File: config.mk
export PLATFORM = sky130hd
export DESIGN_NAME = bus_arb_protocol_monitor_flat
export DESIGN_NICKNAME = d
export VERILOG_FILES = /design/src/rtl/bus_arb_protocol_monitor_if.sv /design/src/rtl/bus_arb_protocol_monitor.sv /design/src/flat_wrapper.sv
export SDC_FILE = /design/constraint.sdc
export NUM_CORES = 1
export LEC_CHECK = 0
export BUFFER_PORTS_ARGS = -buffer_cell sky130_fd_sc_hd__buf_4
export CAP_MARGIN = 20
export CORE_ASPECT_RATIO = 0.6
export CORE_UTILIZATION = 40
export CTS_CLUSTER_DIAMETER = 50
export CTS_CLUSTER_SIZE = 10
export DETAILED_ROUTE_END_ITERATION = 7
export PLACE_DENSITY = 0.53
export SKIP_CTS_REPAIR_TIMING = 1
export SYNTH_ARGS = -nofsm -noshare
export SYNTH_HDL_FRONTEND = slang
export SYNTH_SLANG_ARGS = --single-unit
File: constraint.sdc
create_clock -name clk -period 9.1 [get_ports clk]
set_input_delay 1.365 -clock clk [delete_from_list [all_inputs] [get_ports clk]]
set_output_delay 1.365 -clock clk [all_outputs]
set_load 0.03 [all_outputs]
File: src/rtl/bus_arb_protocol_monitor_if.sv
// Request/grant/frame/irdy bus bundle shared by the arbiter side and the passive monitor.
interface bus_arb_protocol_monitor_if #(
  parameter int NUM_REQ = 4
);
  logic [NUM_REQ-1:0] req;
  logic [NUM_REQ-1:0] gnt;
  logic               frame;
  logic               irdy;

  modport master (output req, output gnt, output frame, output irdy);
  modport slave  (input  req, input  gnt, input  frame, input  irdy);
endinterface

File: src/rtl/bus_arb_protocol_monitor.sv
// Passive request/grant/frame/irdy protocol checker with sticky flags and saturating counters.
// Define BUS_ARB_MON_SVA_EN to add concurrent assertions and covers mirroring each check.
module bus_arb_protocol_monitor #(
  parameter int NUM_REQ = 4,
  parameter int GNT_MIN = 3,
  parameter int GNT_MAX = 6,
  parameter int CNT_W   = 8
) (
  input  logic                        clk,
  input  logic                        rst_n,
  bus_arb_protocol_monitor_if.slave   bus,
  input  logic                        clr,
  output logic [NUM_REQ-1:0]          err_lat,
  output logic                        err_frame,
  output logic                        err_release,
  output logic                        err_onehot,
  output logic                        viol,
  output logic [CNT_W-1:0]            viol_cnt,
  output logic [CNT_W-1:0]            pass_cnt
);

  typedef enum logic [1:0] {IDLE, WAIT, GRANTED} state_t;

  localparam logic [7:0] GMIN = 8'(GNT_MIN);
  localparam logic [7:0] GMAX = 8'(GNT_MAX);

  logic [NUM_REQ-1:0] req_q, gnt_q;
  logic               frame_q, irdy_q, arm_q;

  logic [NUM_REQ-1:0] req_rise, gnt_rise, gnt_fall;
  logic               frame_fall, irdy_fall, frame_rise, irdy_rise;

  state_t             state_q [NUM_REQ];
  state_t             state_d [NUM_REQ];
  logic [NUM_REQ-1:0][7:0] lat_q, lat_d;
  logic [NUM_REQ-1:0] lat_fail, pass;

  logic               frame_fail, release_fail, onehot_fail, any_fail;
  logic [4:0]         pass_sum;
  logic [CNT_W+4:0]   pass_acc;
  logic [CNT_W-1:0]   pass_next, viol_next;

  assign req_rise   = bus.req & ~req_q;
  assign gnt_rise   = bus.gnt & ~gnt_q;
  assign gnt_fall   = ~bus.gnt & gnt_q;
  assign frame_fall = ~bus.frame & frame_q;
  assign irdy_fall  = ~bus.irdy & irdy_q;
  assign frame_rise = bus.frame & ~frame_q;
  assign irdy_rise  = bus.irdy & ~irdy_q;

  always_ff @(posedge clk or negedge rst_n) begin
    if (!rst_n) begin
      req_q   <= '0;
      gnt_q   <= '0;
      frame_q <= 1'b1;
      irdy_q  <= 1'b1;
      arm_q   <= 1'b0;
    end else begin
      req_q   <= bus.req;
      gnt_q   <= bus.gnt;
      frame_q <= bus.frame;
      irdy_q  <= bus.irdy;
      arm_q   <= frame_rise & irdy_rise;
    end
  end

  always_ff @(posedge clk or negedge rst_n) begin
    if (!rst_n) begin
      for (int i = 0; i < NUM_REQ; i++) state_q[i] <= IDLE;
      lat_q <= '0;
    end else begin
      for (int i = 0; i < NUM_REQ; i++) state_q[i] <= state_d[i];
      lat_q <= lat_d;
    end
  end

  // lat_d carries the cycle count since the request rise; a grant wins over a dropped request
  always_comb begin
    lat_d    = lat_q;
    lat_fail = '0;
    pass     = '0;
    for (int i = 0; i < NUM_REQ; i++) begin
      state_d[i] = state_q[i];
      case (state_q[i])
        IDLE: begin
          if (req_rise[i]) begin
            state_d[i] = WAIT;
            lat_d[i]   = 8'd0;
          end
        end
        WAIT: begin
          lat_d[i] = lat_q[i] + 8'd1;
          if (bus.gnt[i]) begin
            state_d[i] = GRANTED;
            if (lat_d[i] < GMIN) lat_fail[i] = 1'b1;
            else                 pass[i]     = 1'b1;
          end else if (lat_d[i] == GMAX) begin
            lat_fail[i] = 1'b1;
            state_d[i]  = IDLE;
          end else if (!bus.req[i]) begin
            state_d[i] = IDLE;
          end
        end
        GRANTED: begin
          if (!bus.gnt[i]) state_d[i] = IDLE;
        end
        default: state_d[i] = IDLE;
      endcase
    end
  end

  assign frame_fail   = (|gnt_rise) && !(frame_fall && irdy_fall);
  assign release_fail = arm_q && !(|gnt_fall);
  assign onehot_fail  = $countones(bus.gnt) > 1;
  assign any_fail     = (|lat_fail) | frame_fail | release_fail | onehot_fail;

  assign pass_sum  = 5'($countones(pass));
  assign pass_acc  = {5'b0, pass_cnt} + {{CNT_W{1'b0}}, pass_sum};
  assign pass_next = (|pass_acc[CNT_W+4:CNT_W]) ? {CNT_W{1'b1}} : pass_acc[CNT_W-1:0];
  assign viol_next = !any_fail ? viol_cnt :
                     (&viol_cnt) ? viol_cnt : viol_cnt + {{(CNT_W-1){1'b0}}, 1'b1};

  // clr wipes history but a violation seen in the same cycle survives it
  always_ff @(posedge clk or negedge rst_n) begin
    if (!rst_n) begin
      err_lat     <= '0;
      err_frame   <= 1'b0;
      err_release <= 1'b0;
      err_onehot  <= 1'b0;
      viol        <= 1'b0;
      viol_cnt    <= '0;
      pass_cnt    <= '0;
    end else if (clr) begin
      err_lat     <= lat_fail;
      err_frame   <= frame_fail;
      err_release <= release_fail;
      err_onehot  <= onehot_fail;
      viol        <= any_fail;
      viol_cnt    <= {{(CNT_W-1){1'b0}}, any_fail};
      pass_cnt    <= '0;
    end else begin
      err_lat     <= err_lat | lat_fail;
      err_frame   <= err_frame | frame_fail;
      err_release <= err_release | release_fail;
      err_onehot  <= err_onehot | onehot_fail;
      viol        <= any_fail;
      viol_cnt    <= viol_next;
      pass_cnt    <= pass_next;
    end
  end

`ifdef BUS_ARB_MON_SVA_EN
  for (genvar g = 0; g < NUM_REQ; g++) begin : g_lat_sva
    a_lat_window: assert property (@(posedge clk) disable iff (!rst_n) !lat_fail[g])
      else $error("latency window violation on channel %0d", g);
    c_lat_pass: cover property (@(posedge clk) disable iff (!rst_n) pass[g]);
  end

  a_frame: assert property (@(posedge clk) disable iff (!rst_n) !frame_fail)
    else $error("grant rose without frame and irdy falling");
  c_frame: cover property (@(posedge clk) disable iff (!rst_n) |gnt_rise);

  a_release: assert property (@(posedge clk) disable iff (!rst_n) !release_fail)
    else $error("frame/irdy release not followed by a grant fall");
  c_release: cover property (@(posedge clk) disable iff (!rst_n) arm_q);

  a_onehot: assert property (@(posedge clk) disable iff (!rst_n) !onehot_fail)
    else $error("more than one grant active");
  c_onehot: cover property (@(posedge clk) disable iff (!rst_n) $countones(bus.gnt) == 1);
`endif

endmodule
File: src/flat_wrapper.sv
// flat-port wrapper written by rule: the top's interface ports become plain ports
module bus_arb_protocol_monitor_flat 
#(
  parameter int NUM_REQ = 4,
  parameter int GNT_MIN = 3,
  parameter int GNT_MAX = 6,
  parameter int CNT_W   = 8
)
  (clk, rst_n, clr, err_lat, err_frame, err_release, err_onehot, viol, viol_cnt, pass_cnt, bus_req, bus_gnt, bus_frame, bus_irdy);
  bus_arb_protocol_monitor_if #(.NUM_REQ(NUM_REQ)) bus_i ();
  input  logic clk;
  input  logic rst_n;
  input  logic clr;
  output logic [NUM_REQ-1:0] err_lat;
  output logic err_frame;
  output logic err_release;
  output logic err_onehot;
  output logic viol;
  output logic [CNT_W-1:0] viol_cnt;
  output logic [CNT_W-1:0] pass_cnt;
  input wire logic [$bits(bus_i.req)-1:0] bus_req;
  input wire logic [$bits(bus_i.gnt)-1:0] bus_gnt;
  input wire logic [$bits(bus_i.frame)-1:0] bus_frame;
  input wire logic [$bits(bus_i.irdy)-1:0] bus_irdy;
  assign bus_i.req = bus_req;
  assign bus_i.gnt = bus_gnt;
  assign bus_i.frame = bus_frame;
  assign bus_i.irdy = bus_irdy;
  bus_arb_protocol_monitor #(.NUM_REQ(NUM_REQ), .GNT_MIN(GNT_MIN), .GNT_MAX(GNT_MAX), .CNT_W(CNT_W)) u_core (.clk(clk), .rst_n(rst_n), .bus(bus_i), .clr(clr), .err_lat(err_lat), .err_frame(err_frame), .err_release(err_release), .err_onehot(err_onehot), .viol(viol), .viol_cnt(viol_cnt), .pass_cnt(pass_cnt));
endmodule
==> results.cfg <==
[synthesis]
ys_seq_elements = 75
synth_cell_type_count = 68
synth_cells = 457
syn_area_per_cell_um2 = 9.54
yosys_warnings = 0
seq_area_frac_synth_pct = 43.1
synthArstFlopShare_pct = 100
syn_nets = 494
synthFlopType = dfrtp_1
synth_area_mm2 = 0.00436
synth_edf_count = 0

[global_route]
antenna_found_initial = 0
track_usage_pct = 18.3
gr-total-overflow = 0
grt_pass1_wl_um = 15900
grt_pass1_vias = 3203
grt_max_degree = 76

[power_and_ir_drop]
ir_drop_uv = 123
p_leak_nw = 2.35
p_per_area_mw_per_mm2 = 204

[critical_path]
cp.arrival_ns = 4.69
cp_common_cell = ha_1
worstSetupPathType = reg2reg
cp_num_buf_inv = 1
cp_cell_sequence = ha_1 -> a211o_2 -> o31ai_1 -> a21oi_1 -> or2_2 -> o311a_1 -> ha_1 -> ha_1 -> inv_1 -> fa_1 -> fa_1 -> nor2b_1 -> o21ai_0 -> nor2_1 -> nand4_1 -> a21oi_1
r2r_cells = 16
cp.required_ns = 9.35
reg2reg_to = u_core.pass_cnt[1]
crit_slowest_cell = fa_1
end_kind = register
r2r_slack_ns = 4.67
max_stage_delay_ns = 0.46
critPathMaxFanout = 8
start_kind = register
critPathTopFamily = adder cells
r2r-start = u_core.lat_q[8]

[cts]
cts_sinks = 75
numCtsBuffers = 9
clk_pin_slew_ns = 0.06
cts_tree = built
clk_latency_ns = 0.33
ctsHtreeMaxLevel = 3
cts_root_buffer = clkbuf_16
clockBufferDepth = 2

[sta]
rsz0062_at_grt = false
setup_viol = 0
final.min_clock_period_ns = 4.43
slew_violations = 0
fin_tns_setup_ns = 0
tightest_slew_ns = 0.812
max_freq_mhz = 226
relSlewSlack_pct = 45.6
finalHoldViolCount = 0
clock_skew_ns = 0.00303
setup_ws_ns = 4.67
period_share_pct = 48.7

[finish]
fin_util_pct = 47.8
n_antenna_cell = 0
layout_common_cells = 73 x dfrtp_1, 58 x o21ai_0, 37 x nand2_1
fin_cells = 631
final_nets = 524
final_common_cell = dfrtp_1
fill_cells = 1004
area_delta_synth_final_pct = 16.2
design_area_mm2 = 0.00506
drive_gt1_share_pct = 15.7

[place]
place_worst_setup_slack_ns = 4.69
dpl-instance-area_mm2 = 0.00468
routabilityCongestion = 0.825
dp.final_hpwl_um = 6640
io_buffers = 36
dp_cells = 614

[worst_hold_path]
hold_depth = 1
hp-class = reg2reg
min-delay-start = u_core.err_frame
worst_hold_path.endpoint = u_core.err_frame

[routing]
wl_per_cell_um = 15.0
drtIter0Drc = 175
dr.pass1.iters = 4
ant_nets = 0
drt-vias-per-instance = 5.41
drt_wl_total_um = 9460
post-route-drc-count = 0
via_count = 3415

[flow_run]
max_cap_viol_count = 0

[floorplanning]
core.rowCount = 29
die_h_um = 82.9
die_w_um = 137
core_mm2 = 0.0106
dieArea_mm2 = 0.0113
start_util_pct = 41.2
boundaryPins = 37

[status]
outcome = finished, final reports clean
[sequential cells by signal, summed over array words and instances (netlist names)]
name and flops:
u_core.err_release 1, u_core.frame_q 1, u_core.viol 1, u_core.pass_cnt 8
u_core.err_onehot 1, u_core.irdy_q 1, u_core.gnt_q 4, u_core.req_q 4
u_core.err_lat 4, u_core.viol_cnt 8, u_core.state_q 8, u_core.lat_q 32
u_core.err_frame 1, u_core.arm_q 1
[how the worst max path moves through the flow]
stage                    start                  to  slack [ns]  cells after the start
6_report       u_core.lat_q[8]  u_core.pass_cnt[1]        4.67                     16
3_5_place_dp   u_core.lat_q[0]  u_core.pass_cnt[0]        4.69                     17
2_1_floorplan  u_core.lat_q[8]  u_core.pass_cnt[0]        5.00                     17
3_3_place_gp   u_core.lat_q[8]  u_core.pass_cnt[1]        4.73                     16
4_1_cts        u_core.lat_q[8]  u_core.pass_cnt[1]        4.67                     16
5_1_grt        u_core.lat_q[0]  u_core.pass_cnt[3]        4.26                     17
[kinds of logic (layout without fill, tap and decap cells)]
group | after synthesis | in the layout | synth area share (%)
simple gates | 164 | 164 | 21.3
compound gates | 131 | 131 | 19.2
flops | 75 | 75 | 43.1
buf+inv | 45 | 80 | 5.28
fa+ha+maj | 24 | 24 | 7.40
xor+xnor | 16 | 16 | 3.21
mux | 2 | 2 | 0.488
[final cells by class]
class                   count  area, um^2  area share [%]
multi-input cells         337        2250            44.4
clock inverters             4        95.1            1.88
repair buffers             37         298            5.88
inverters                  27         101            2.00
clock buffers              12         267            5.26
flip-flops and latches     75        1880            37.1
well taps                 139         174            3.43
[stage by stage]
stage / hold slack (ns) / total power [mW]
final: 0.492 / 1.04
after global routing: 0.512 / 1.10
after CTS: 0.492 / 1.05
after detailed placement: 0.479 / 0.615
after global placement: 0.471 / 0.610
after floorplan: 0.462 / 0.547
[power breakdown]
part	total, mW	switching (mW)	internal [mW]	leakage [nW]
combinational	0.197	0.119	0.0775	1.19
sequential	0.413	0.0459	0.367	0.990
clock	0.425	0.135	0.290	0.179
total	1.04	0.301	0.734	2.35
[worst reg2reg max path, cell delays in order, from the launching register on]
cell and delay, ns:
dfrtp_1 0.44, ha_1 0.33, a211o_2 0.36, o31ai_1 0.06, a21oi_1 0.12, or2_2 0.30, o311a_1 0.35, ha_1 0.29
ha_1 0.18, inv_1 0.06, fa_1 0.45, fa_1 0.46, nor2b_1 0.13, o21ai_0 0.14, nor2_1 0.18, nand4_1 0.28
a21oi_1 0.22
[Yosys cell counts (all sizes together), types with 3 or more instances]
library cell | number | area (um^2)
or2 | 3 | 18.8
and3b | 4 | 35.0
a21oi | 17 | 85.1
nand4 | 7 | 43.8
nor3 | 16 | 80.1
nand2b | 11 | 68.8
dfrtp | 73 | 1830
xor2 | 9 | 78.8
fa | 3 | 60.1
o21a | 3 | 22.5
xnor2 | 7 | 61.3
inv | 26 | 97.6
nand3 | 14 | 70.1
a2111oi | 3 | 26.3
o21ai | 60 | 300
or3 | 4 | 25.0
nor4 | 3 | 18.8
buf | 7 | 72.6
a31oi | 9 | 56.3
nor2 | 23 | 86.3
and3 | 13 | 96.3
and4 | 4 | 40.0
a21o | 5 | 37.5
ha | 21 | 263
nand2 | 37 | 139
clkbuf | 10 | 47.5
nor2b | 13 | 81.3
o31ai | 5 | 42.5
o21bai | 4 | 30.0
o211ai | 5 | 37.5
o311a | 3 | 30.0
[metal layers]
| metal | global-route usage (%) | vias up | wire (um) |
|---|---|---|---|
| met4 | 5.09 | 0 | 44 |
| met5 | 0 | - | 0 |
| met3 | 5.92 | 4 | 368 |
| met1 | 27.7 | 1647 | 5350 |
| met2 | 24.5 | 61 | 3700 |
| li1 | - | 1703 | - |
No activity file was read; power rests on OpenSTA's default activity.
